$ cat src/rtl/boot_loader_if.sv
// boot_loader_if: ROM read, RAM write, start request and CPU boot status of the boot copier.
interface boot_loader_if #(
  parameter int ADDR_W = 8,
  parameter int WORD_W = 8
);
  logic              start;
  logic [ADDR_W-1:0] rom_addr;
  logic [WORD_W-1:0] rom_data;
  logic [ADDR_W-1:0] ram_addr;
  logic [WORD_W-1:0] ram_data;
  logic              ram_wr_en;
  logic              cpu_hold;
  logic              busy;
  logic              done;
  logic              err;
  modport master (
    input  start, rom_data,
    output rom_addr, ram_addr, ram_data, ram_wr_en, cpu_hold, busy, done, err
  );
  modport slave (
    output start, rom_data,
    input  rom_addr, ram_addr, ram_data, ram_wr_en, cpu_hold, busy, done, err
  );
endinterface

$ cat src/rtl/boot_loader.sv
// boot_loader: streams LEN ROM words into RAM after reset, holding the CPU until done.
// Define BOOT_CHECKSUM_EN to verify the ROM word after the image against a running sum.
module boot_loader #(
  parameter int ADDR_W   = 8,
  parameter int WORD_W   = 8,
  parameter int LEN      = 16,
  parameter int ROM_BASE = 0,
  parameter int RAM_BASE = 0
) (
  input logic           clk,
  input logic           rst_n,
  boot_loader_if.master bus_io
);
  localparam int CNT_W = $clog2(LEN + 1);
  localparam logic [ADDR_W-1:0] ROM0 = ADDR_W'(ROM_BASE);
  localparam logic [ADDR_W-1:0] RAM0 = ADDR_W'(RAM_BASE);
  localparam logic [CNT_W-1:0]  LAST = CNT_W'(LEN - 1);
`ifdef BOOT_CHECKSUM_EN
  typedef enum logic [2:0] {COPY, DRAIN, CHECK, DONE, FAIL} state_t;
  logic [WORD_W-1:0] sum_q, sum_d, exp_q, exp_d;
  logic              err_q, err_d;
`else
  typedef enum logic [1:0] {COPY, DRAIN, DONE} state_t;
`endif
  state_t            state_q, state_d;
  logic [CNT_W-1:0]  rd_cnt_q, rd_cnt_d;
  logic [ADDR_W-1:0] rom_addr_q, rom_addr_d, ram_addr_q, ram_addr_d;
  logic [WORD_W-1:0] ram_data_q, ram_data_d;
  logic              wr_pend_q, wr_pend_d, hold_q, hold_d, busy_q, busy_d, done_q, done_d;
  always_comb begin
    state_d    = state_q;
    rd_cnt_d   = rd_cnt_q;
    rom_addr_d = rom_addr_q;
    ram_addr_d = ram_addr_q;
    ram_data_d = ram_data_q;
    wr_pend_d  = 1'b0;
    hold_d     = hold_q;
    busy_d     = busy_q;
    done_d     = done_q;
`ifdef BOOT_CHECKSUM_EN
    sum_d      = sum_q;
    exp_d      = exp_q;
    err_d      = err_q;
`endif
    case (state_q)
      COPY: begin
        ram_data_d = bus_io.rom_data;
        ram_addr_d = RAM0 + ADDR_W'(rd_cnt_q);
        wr_pend_d  = 1'b1;
        rd_cnt_d   = rd_cnt_q + 1'b1;
        rom_addr_d = rom_addr_q + 1'b1;
        state_d    = (rd_cnt_q == LAST) ? DRAIN : COPY;
`ifdef BOOT_CHECKSUM_EN
        sum_d      = sum_q + bus_io.rom_data;
`endif
      end
`ifdef BOOT_CHECKSUM_EN
      // rom_addr already points one past the image: that word is the expected checksum
      DRAIN: begin
        exp_d   = bus_io.rom_data;
        state_d = CHECK;
      end
      CHECK: begin
        rom_addr_d = ROM0;
        busy_d     = 1'b0;
        hold_d     = sum_q != exp_q;
        done_d     = sum_q == exp_q;
        err_d      = sum_q != exp_q;
        state_d    = (sum_q == exp_q) ? DONE : FAIL;
      end
`else
      DRAIN: begin
        rom_addr_d = ROM0;
        hold_d     = 1'b0;
        busy_d     = 1'b0;
        done_d     = 1'b1;
        state_d    = DONE;
      end
`endif
      default: if (bus_io.start) begin
        state_d    = COPY;
        rd_cnt_d   = '0;
        rom_addr_d = ROM0;
        hold_d     = 1'b1;
        busy_d     = 1'b1;
        done_d     = 1'b0;
`ifdef BOOT_CHECKSUM_EN
        sum_d      = '0;
        err_d      = 1'b0;
`endif
      end
    endcase
  end
  always_ff @(posedge clk or negedge rst_n) begin
    if (!rst_n) begin
      state_q    <= COPY;
      rd_cnt_q   <= '0;
      rom_addr_q <= ROM0;
      ram_addr_q <= RAM0;
      ram_data_q <= '0;
      wr_pend_q  <= 1'b0;
      hold_q     <= 1'b1;
      busy_q     <= 1'b1;
      done_q     <= 1'b0;
`ifdef BOOT_CHECKSUM_EN
      sum_q      <= '0;
      exp_q      <= '0;
      err_q      <= 1'b0;
`endif
    end else begin
      state_q    <= state_d;
      rd_cnt_q   <= rd_cnt_d;
      rom_addr_q <= rom_addr_d;
      ram_addr_q <= ram_addr_d;
      ram_data_q <= ram_data_d;
      wr_pend_q  <= wr_pend_d;
      hold_q     <= hold_d;
      busy_q     <= busy_d;
      done_q     <= done_d;
`ifdef BOOT_CHECKSUM_EN
      sum_q      <= sum_d;
      exp_q      <= exp_d;
      err_q      <= err_d;
`endif
    end
  end
  assign bus_io.rom_addr  = rom_addr_q;
  assign bus_io.ram_addr  = ram_addr_q;
  assign bus_io.ram_data  = ram_data_q;
  assign bus_io.ram_wr_en = wr_pend_q;
  assign bus_io.cpu_hold  = hold_q;
  assign bus_io.busy      = busy_q;
  assign bus_io.done      = done_q;
`ifdef BOOT_CHECKSUM_EN
  assign bus_io.err       = err_q;
`else
  assign bus_io.err       = 1'b0;
`endif
endmodule
$ cat src/flat_wrapper.sv
// flat-port wrapper written by rule: the top's interface ports become plain ports
module boot_loader_flat 
#(
  parameter int ADDR_W   = 8,
  parameter int WORD_W   = 8,
  parameter int LEN      = 16,
  parameter int ROM_BASE = 0,
  parameter int RAM_BASE = 0
)
  (clk, rst_n, bus_io_start, bus_io_rom_data, bus_io_rom_addr, bus_io_ram_addr, bus_io_ram_data, bus_io_ram_wr_en, bus_io_cpu_hold, bus_io_busy, bus_io_done, bus_io_err);
  boot_loader_if #(.ADDR_W(ADDR_W), .WORD_W(WORD_W)) bus_io_i ();
  input logic clk;
  input logic rst_n;
  input wire logic [$bits(bus_io_i.start)-1:0] bus_io_start;
  input wire logic [$bits(bus_io_i.rom_data)-1:0] bus_io_rom_data;
  output wire logic [$bits(bus_io_i.rom_addr)-1:0] bus_io_rom_addr;
  output wire logic [$bits(bus_io_i.ram_addr)-1:0] bus_io_ram_addr;
  output wire logic [$bits(bus_io_i.ram_data)-1:0] bus_io_ram_data;
  output wire logic [$bits(bus_io_i.ram_wr_en)-1:0] bus_io_ram_wr_en;
  output wire logic [$bits(bus_io_i.cpu_hold)-1:0] bus_io_cpu_hold;
  output wire logic [$bits(bus_io_i.busy)-1:0] bus_io_busy;
  output wire logic [$bits(bus_io_i.done)-1:0] bus_io_done;
  output wire logic [$bits(bus_io_i.err)-1:0] bus_io_err;
  assign bus_io_i.start = bus_io_start;
  assign bus_io_i.rom_data = bus_io_rom_data;
  assign bus_io_rom_addr = bus_io_i.rom_addr;
  assign bus_io_ram_addr = bus_io_i.ram_addr;
  assign bus_io_ram_data = bus_io_i.ram_data;
  assign bus_io_ram_wr_en = bus_io_i.ram_wr_en;
  assign bus_io_cpu_hold = bus_io_i.cpu_hold;
  assign bus_io_busy = bus_io_i.busy;
  assign bus_io_done = bus_io_i.done;
  assign bus_io_err = bus_io_i.err;
  boot_loader #(.ADDR_W(ADDR_W), .WORD_W(WORD_W), .LEN(LEN), .ROM_BASE(ROM_BASE), .RAM_BASE(RAM_BASE)) u_core (.clk(clk), .rst_n(rst_n), .bus_io(bus_io_i));
endmodule
$ cat config.mk
export PLATFORM = sky130hd
export DESIGN_NAME = boot_loader_flat
export DESIGN_NICKNAME = d
export VERILOG_FILES = /design/src/rtl/boot_loader_if.sv /design/src/rtl/boot_loader.sv /design/src/flat_wrapper.sv
export SDC_FILE = /design/constraint.sdc
export NUM_CORES = 1
export LEC_CHECK = 0
export CAP_MARGIN = 5
export CORE_AREA = 4 4 58 60
export DETAILED_ROUTE_END_ITERATION = 10
export DIE_AREA = 0 0 62 64
export GPL_TIMING_DRIVEN = 0
export PLACE_DENSITY = 0.81
export SETUP_SLACK_MARGIN = 0.2
export SLEW_MARGIN = 25
export SYNTH_ARGS = -nofsm -noshare
export SYNTH_HDL_FRONTEND = slang
export SYNTH_SLANG_ARGS = --single-unit
$ cat constraint.sdc
create_clock -name clk -period 2.66 [get_ports clk]
set_input_delay 0.399 -clock clk [delete_from_list [all_inputs] [get_ports clk]]
set_output_delay 0.399 -clock clk [all_outputs]
set_load 0.01 [all_outputs]
After elaboration in Yosys (flattened, before gate mapping)
Cells that the tools add are included.
{"block": "classes", "addsub": 2, "n_eq_ne": 2, "mux": 12, "n_bitwise": 2, "reduce_logical": 6}
{"cell": "$pmux W8 S2", "n": 1}
{"cell": "$pmux W5 S2", "n": 1}
{"cell": "$add A8 B1 Y8 const B", "n": 1}
{"cell": "$mux W8", "n": 1}
{"cell": "$add A5 B1 Y5 const B", "n": 1}
{"cell": "$eq A5 B4 Y1 const B", "n": 1}
{"cell": "$mux W5", "n": 1}
{"cell": "$mux W1", "n": 4}
{"cell": "$pmux W1 S2", "n": 2}
{"cell": "$pmux W2 S2", "n": 1}
{"cell": "$reduce_and A2 Y1", "n": 2}
{"cell": "$reduce_bool A2 Y1", "n": 2}
{"cell": "$reduce_bool A3 Y1", "n": 1}
{"cell": "$eq A2 B1 Y1 const B", "n": 1}
{"cell": "$logic_not A2 Y1", "n": 1}
{"cell": "$mux W2", "n": 1}
{"cell": "$not A1 Y1", "n": 2}
{"block": "word_totals", "reg_bits": 31, "inputBits": 11, "word_cells": 32}

Logic depth before layout (Yosys ltp)
{"block": "depth", "ltp_word": 3, "depth_mapped": 8}

Least setup slack after synthesis
No wires, ideal clock.
{"block": "synth_path", "path_type": "flip-flop to flip-flop", "start": "register u_core.state_q[0]", "end": "register u_core.rom_addr_q[6] (netlist: u_core.bus_io.rom_addr[6])", "setup_time_ns": 0.069, "arrival_time_ns": 1.380, "required_ns": 2.591, "slack_ns": 1.211, "stages_incl_launch_ff": 6, "n_path_buf": 2, "period_less_slack_ns": 1.449, "cell_sequence": "dfrtp_1 > buf_6 > or2_1 > buf_6 > or4_1 > nand3_1"}
{"block": "synth_via", "elab_chain_len": 2, "word_cells_on_any_way": 4}
{"element": "from (decl)", "line_no": "boot_loader.sv:25", "text": "state_t state_q, state_d;"}
{"element": "from (signal assigned)", "line_no": "boot_loader.sv:111", "text": "state_q <= state_d;"}
{"element": "$eq A2 B1 Y1 or $logic_not A2 Y1 (tied branches)", "line_no": "boot_loader.sv:45", "text": "case (state_q)"}
{"element": "$pmux W8 S2 or $reduce_bool A3 Y1 (tied branches)"}
{"element": "to (signal assigned)", "line_no": "boot_loader.sv:113", "text": "rom_addr_q <= rom_addr_d;"}
{"element": "to (decl)", "line_no": "boot_loader.sv:27", "text": "logic [ADDR_W-1:0] rom_addr_q, rom_addr_d, ram_addr_q, ram_addr_d;"}
Parallel ways exist; a longest one is shown, timed or not.
A chain may end at the register's enable or synchronous reset.

Worst setup path in the final report
{"block": "layout_path", "start": "register u_core.hold_q (netlist: u_core.bus_io.cpu_hold)", "end": "output bus_io_cpu_hold"}
{"element": "from (decl)", "line_no": "boot_loader.sv:29", "text": "logic wr_pend_q, wr_pend_d, hold_q, hold_d, busy_q, busy_d, done_q, done_d;"}
{"element": "from (signal assigned)", "line_no": "boot_loader.sv:117", "text": "hold_q <= hold_d;"}
{"element": "to (decl)", "line_no": "flat_wrapper.sv:20", "text": "output wire logic [$bits(bus_io_i.cpu_hold)-1:0] bus_io_cpu_hold;"}
No word-level cell between the ends.

==> run_results.csv <==
group,metric,value,unit
drt,post-route-drc-count,0,
cts,clk_path_buf_depth,2,
drt,vias_per_cell,5.07,
cts,hold_buffers,0,
drt,wl,2810,um
sta,fmax,525,MHz
drt,drt-initial-drc-count,36,
floorplan,start_util,0.470,
power,power.density,1080,nW/um^2
sta,finalCriticalPeriod,1.91,ns
power,power_frac_seq,0.396,
worst_setup_path,path_class,"register to output pin",
worst_setup_path,critPathSlowestCell,"dfstp_2",
outcome,outcome,"completed",
worst_setup_path,path_cells,"buf_4 -> clkdlybuf4s50_1",
floorplan,die_h,64,um
power,total_power,2.00,mW
sta,clock-skew-final,0.00868,ns
synth,synth_xor_xnor_area_share,0,
global_routing,overflow,0,
cts,cts.clk_slew.worst_paths,0.10,ns
synth,synth_top_cell_by_area,"dfrtp_1",
place,dp_hpwl,2030,um
floorplan,core_area,2930,sq um
drt,wl_per_cell,12.8,um
worst_setup_path,cp-end-kind,"output pin",
sta,rsz0062_at_grt,"no",
worst_setup_path,crit_arrival,1.51,ns
power,comb_power_share,0.414,
sta,slew_violations,0,
synth,muxShareOfSynthArea,0.0291,
power,sw_frac_of_total,0.343,
cts,cts-buffers-inserted,5,
layout,drive_gt1_frac,0.113,
synth,synth_top_area_frac,0.545,
layout,area_growth_syn_to_layout,35.2,%
worst_setup_path,crit_path_max_fanout,4,
drt,dr.pass1.iters,4,
drt,ant_nets,0,
synth,ys_types,31,
power,p_int,1.32,mW
power,switching_power,0.687,mW
synth,synth_top_family_by_area,"simple AND/OR/NAND/NOR gates",
cts,cts_setup_buffers,0,
cts,h-tree-depth,2,
sta,hold_violations,0,
floorplan,rows,20,
place,gp_congestion,0.761,
power,pwr-share-clk,0.190,
cts,clock_sinks,31,
floorplan,dieArea,3970,sq um
synth,syn_inst,140,
worst_setup_path,cp-start-kind,"register",
synth,synth_fa_ha_area_frac,0.0273,
cts,clk-insertion-delay-late,0.33,ns
global_routing,grt_usage,0.164,
synth,synth-seq-cells,31,
hold_path,hp-class,"primary input to asynchronous set/reset pin",
global_routing,grt_max_degree,32,
sta,fin_crit_sh,0.716,
floorplan,io_pins,40,
worst_setup_path,crit_required,2.26,ns
synth,synth_area,1380,sq um
synth,synth_warnings,0,
layout,nNetsFinal,199,
synth,synthTopCellsByArea,"dfrtp_1, nand2_1, buf_4",
global_routing,antenna_found_initial,0,
global_routing,grt_pass1_vias,1058,
synth,synth-simple-area-share,0.197,
sta,max_slew_margin,0.548,
cts,cts_resized,0,
global_routing,grt_pass1_wl,4860,um
worst_setup_path,worst_path_largest_cell_delay,0.56,ns
synth,avgSynthCellArea,9.83,sq um
cts,cts_tree,"yes",
power,ir_drop,0.000597,V
sta,fin_setup_tns,0,ns
drt,vias,1111,
sta,tightest_slew,0.678,ns
power,leakage,0.885,nW
synth,synth_compound_area_frac,0.102,
layout,antenna_cells,0,
place,port-buffer-count,35,
floorplan,die_w,62,um
job,drv_cap,0,
cts,cts-root-buf,"clkbuf_4",
sta,setup_viol_count_final,0,
synth,ys_seq_area_frac,0.565,
==> cell usage after synthesis <==
cell type,count
inv_2,1
o22ai_1,2
dfstp_2,1
nand2_1,45
or2_1,1
o211ai_1,1
nor2_1,2
and3_1,2
a22o_1,4
conb_1,1
nor3_1,2
o21bai_1,1
clkbuf_1,3
o2bb2ai_1,1
buf_6,2
and4b_1,1
dfrtp_1,30
ha_1,3
nand4_1,2
o21ai_0,8
nor2b_1,1
nand3_1,3
a21oi_1,2
nor4b_2,1
buf_4,6
inv_1,5
or4_1,1
o21ai_1,2
a311oi_1,1
mux2i_1,4
buf_2,1
==> layout by cell type (no fill, tap or decap) <==
cell	instances
a21oi_1	2
a22o_1	4
a311oi_1	1
and3_1	2
and4b_1	1
buf_2	2
buf_4	6
buf_6	2
bufinv_16	1
clkbuf_1	3
clkbuf_4	5
clkbuf_8	1
clkdlybuf4s50_1	34
clkinv_2	1
conb_1	4
dfrtp_1	30
dfstp_2	1
ha_1	3
inv_1	5
inv_2	1
mux2i_1	4
nand2_1	45
nand3_1	3
nand4_1	2
nor2_1	2
nor2b_1	1
nor3_1	2
nor4b_2	1
o211ai_1	1
o21ai_0	8
o21ai_1	2
o21bai_1	1
o22ai_1	2
o2bb2ai_1	1
or2_1	1
or4_1	1
==> area by class of cell <==
| class | count | area (sq um) |
|---|---|---|
| tap | 33 | 41.3 |
| clock buffer | 6 | 51.3 |
| multi-input combinational | 94 | 504 |
| fill | 236 | 1070 |
| buffer | 12 | 83.8 |
| sequential | 31 | 777 |
| inverter | 6 | 22.5 |
| timing repair buffer | 35 | 345 |
| clock inverter | 2 | 35.0 |
==> worst max-delay path, delay by kind of cell, from the launching register on <==
| kind | cells | cell delay [ns] |
|---|---|---|
| buf+inv | 2 | 0.62 |
| flops | 1 | 0.56 |
==> sequential cells by signal, summed over array words and instances (netlist names) <==
name                     flops
u_core.bus_io.cpu_hold       1
u_core.bus_io.done           1
u_core.bus_io.ram_addr       5
u_core.bus_io.ram_data       8
u_core.bus_io.ram_wr_en      1
u_core.bus_io.rom_addr       8
u_core.rd_cnt_q              5
u_core.state_q               2
==> cells by family (layout without fill, tap and decap cells) <==
logic type / Yosys count / count (layout)
buffers and inverters: 18 / 61
adder cells (fa/ha/maj): 3 / 3
multiplexers: 4 / 4
AND/OR/NAND/NOR: 61 / 61
flip-flops: 31 / 31
AO/OA/AOI/OAI: 22 / 22
other: 1 / 4
==> power by group through the flow <==
stage          clock [mW]  combinational, mW  sequential (mW)
5_1_grt             0.411              0.916            0.825
3_5_place_dp            0              0.835            0.801
4_1_cts             0.392              0.839            0.794
3_3_place_gp            0              0.812            0.791
2_1_floorplan           0              0.383            0.842
6_report            0.380              0.829            0.793
==> stage by stage <==
| stage | std cells | cell area [sq um] | setup slack (ns) | utilization | hold WS, ns |
|---|---|---|---|---|---|
| finish | 219 | 1860 | 0.755 | 0.635 | 0.0941 |
| global route | 219 | 1860 | 0.684 | 0.635 | 0.126 |
| CTS | 219 | 1860 | 0.739 | 0.635 | 0.0970 |
| detailed placement | 211 | 1770 | 0.935 | 0.606 | 0.462 |
| global placement | 211 | 1780 | 0.683 | 0.608 | 0.459 |
| floorplan | 143 | 1390 | 1.21 | - | 0.103 |
==> routing by layer <==
| metal | global-route usage | share of wire | vias to the layer above |
|---|---|---|---|
| li1 | - | - | 550 |
| met1 | 0.229 | 0.45 | 525 |
| met2 | 0.231 | 0.47 | 31 |
| met3 | 0.0566 | 0.054 | 5 |
| met4 | 0.0637 | 0.022 | 0 |
| met5 | 0 | 0 | - |
==> final timing paths <==
path / end / slack, ns / depth (start not counted) / startpoint
worst max-delay path: bus_io_cpu_hold / 0.75 / 2 / u_core.bus_io.cpu_hold
worst min-delay path: u_core.bus_io.ram_addr[3] / 0.09 / 1 / rst_n
worst max register to register: u_core.bus_io.ram_addr[0] / 1.11 / 8 / u_core.state_q[0]
worst min register to register: u_core.bus_io.ram_data[2] / 0.48 / 2 / u_core.bus_io.ram_data[2]
max in group asynchronous: u_core.bus_io.rom_addr[5] / 2.13 / 1 / rst_n
min in group clk: u_core.bus_io.ram_data[2] / 0.48 / 2 / u_core.bus_io.ram_data[2]
Note: power is estimated with default switching activity, not from simulation.
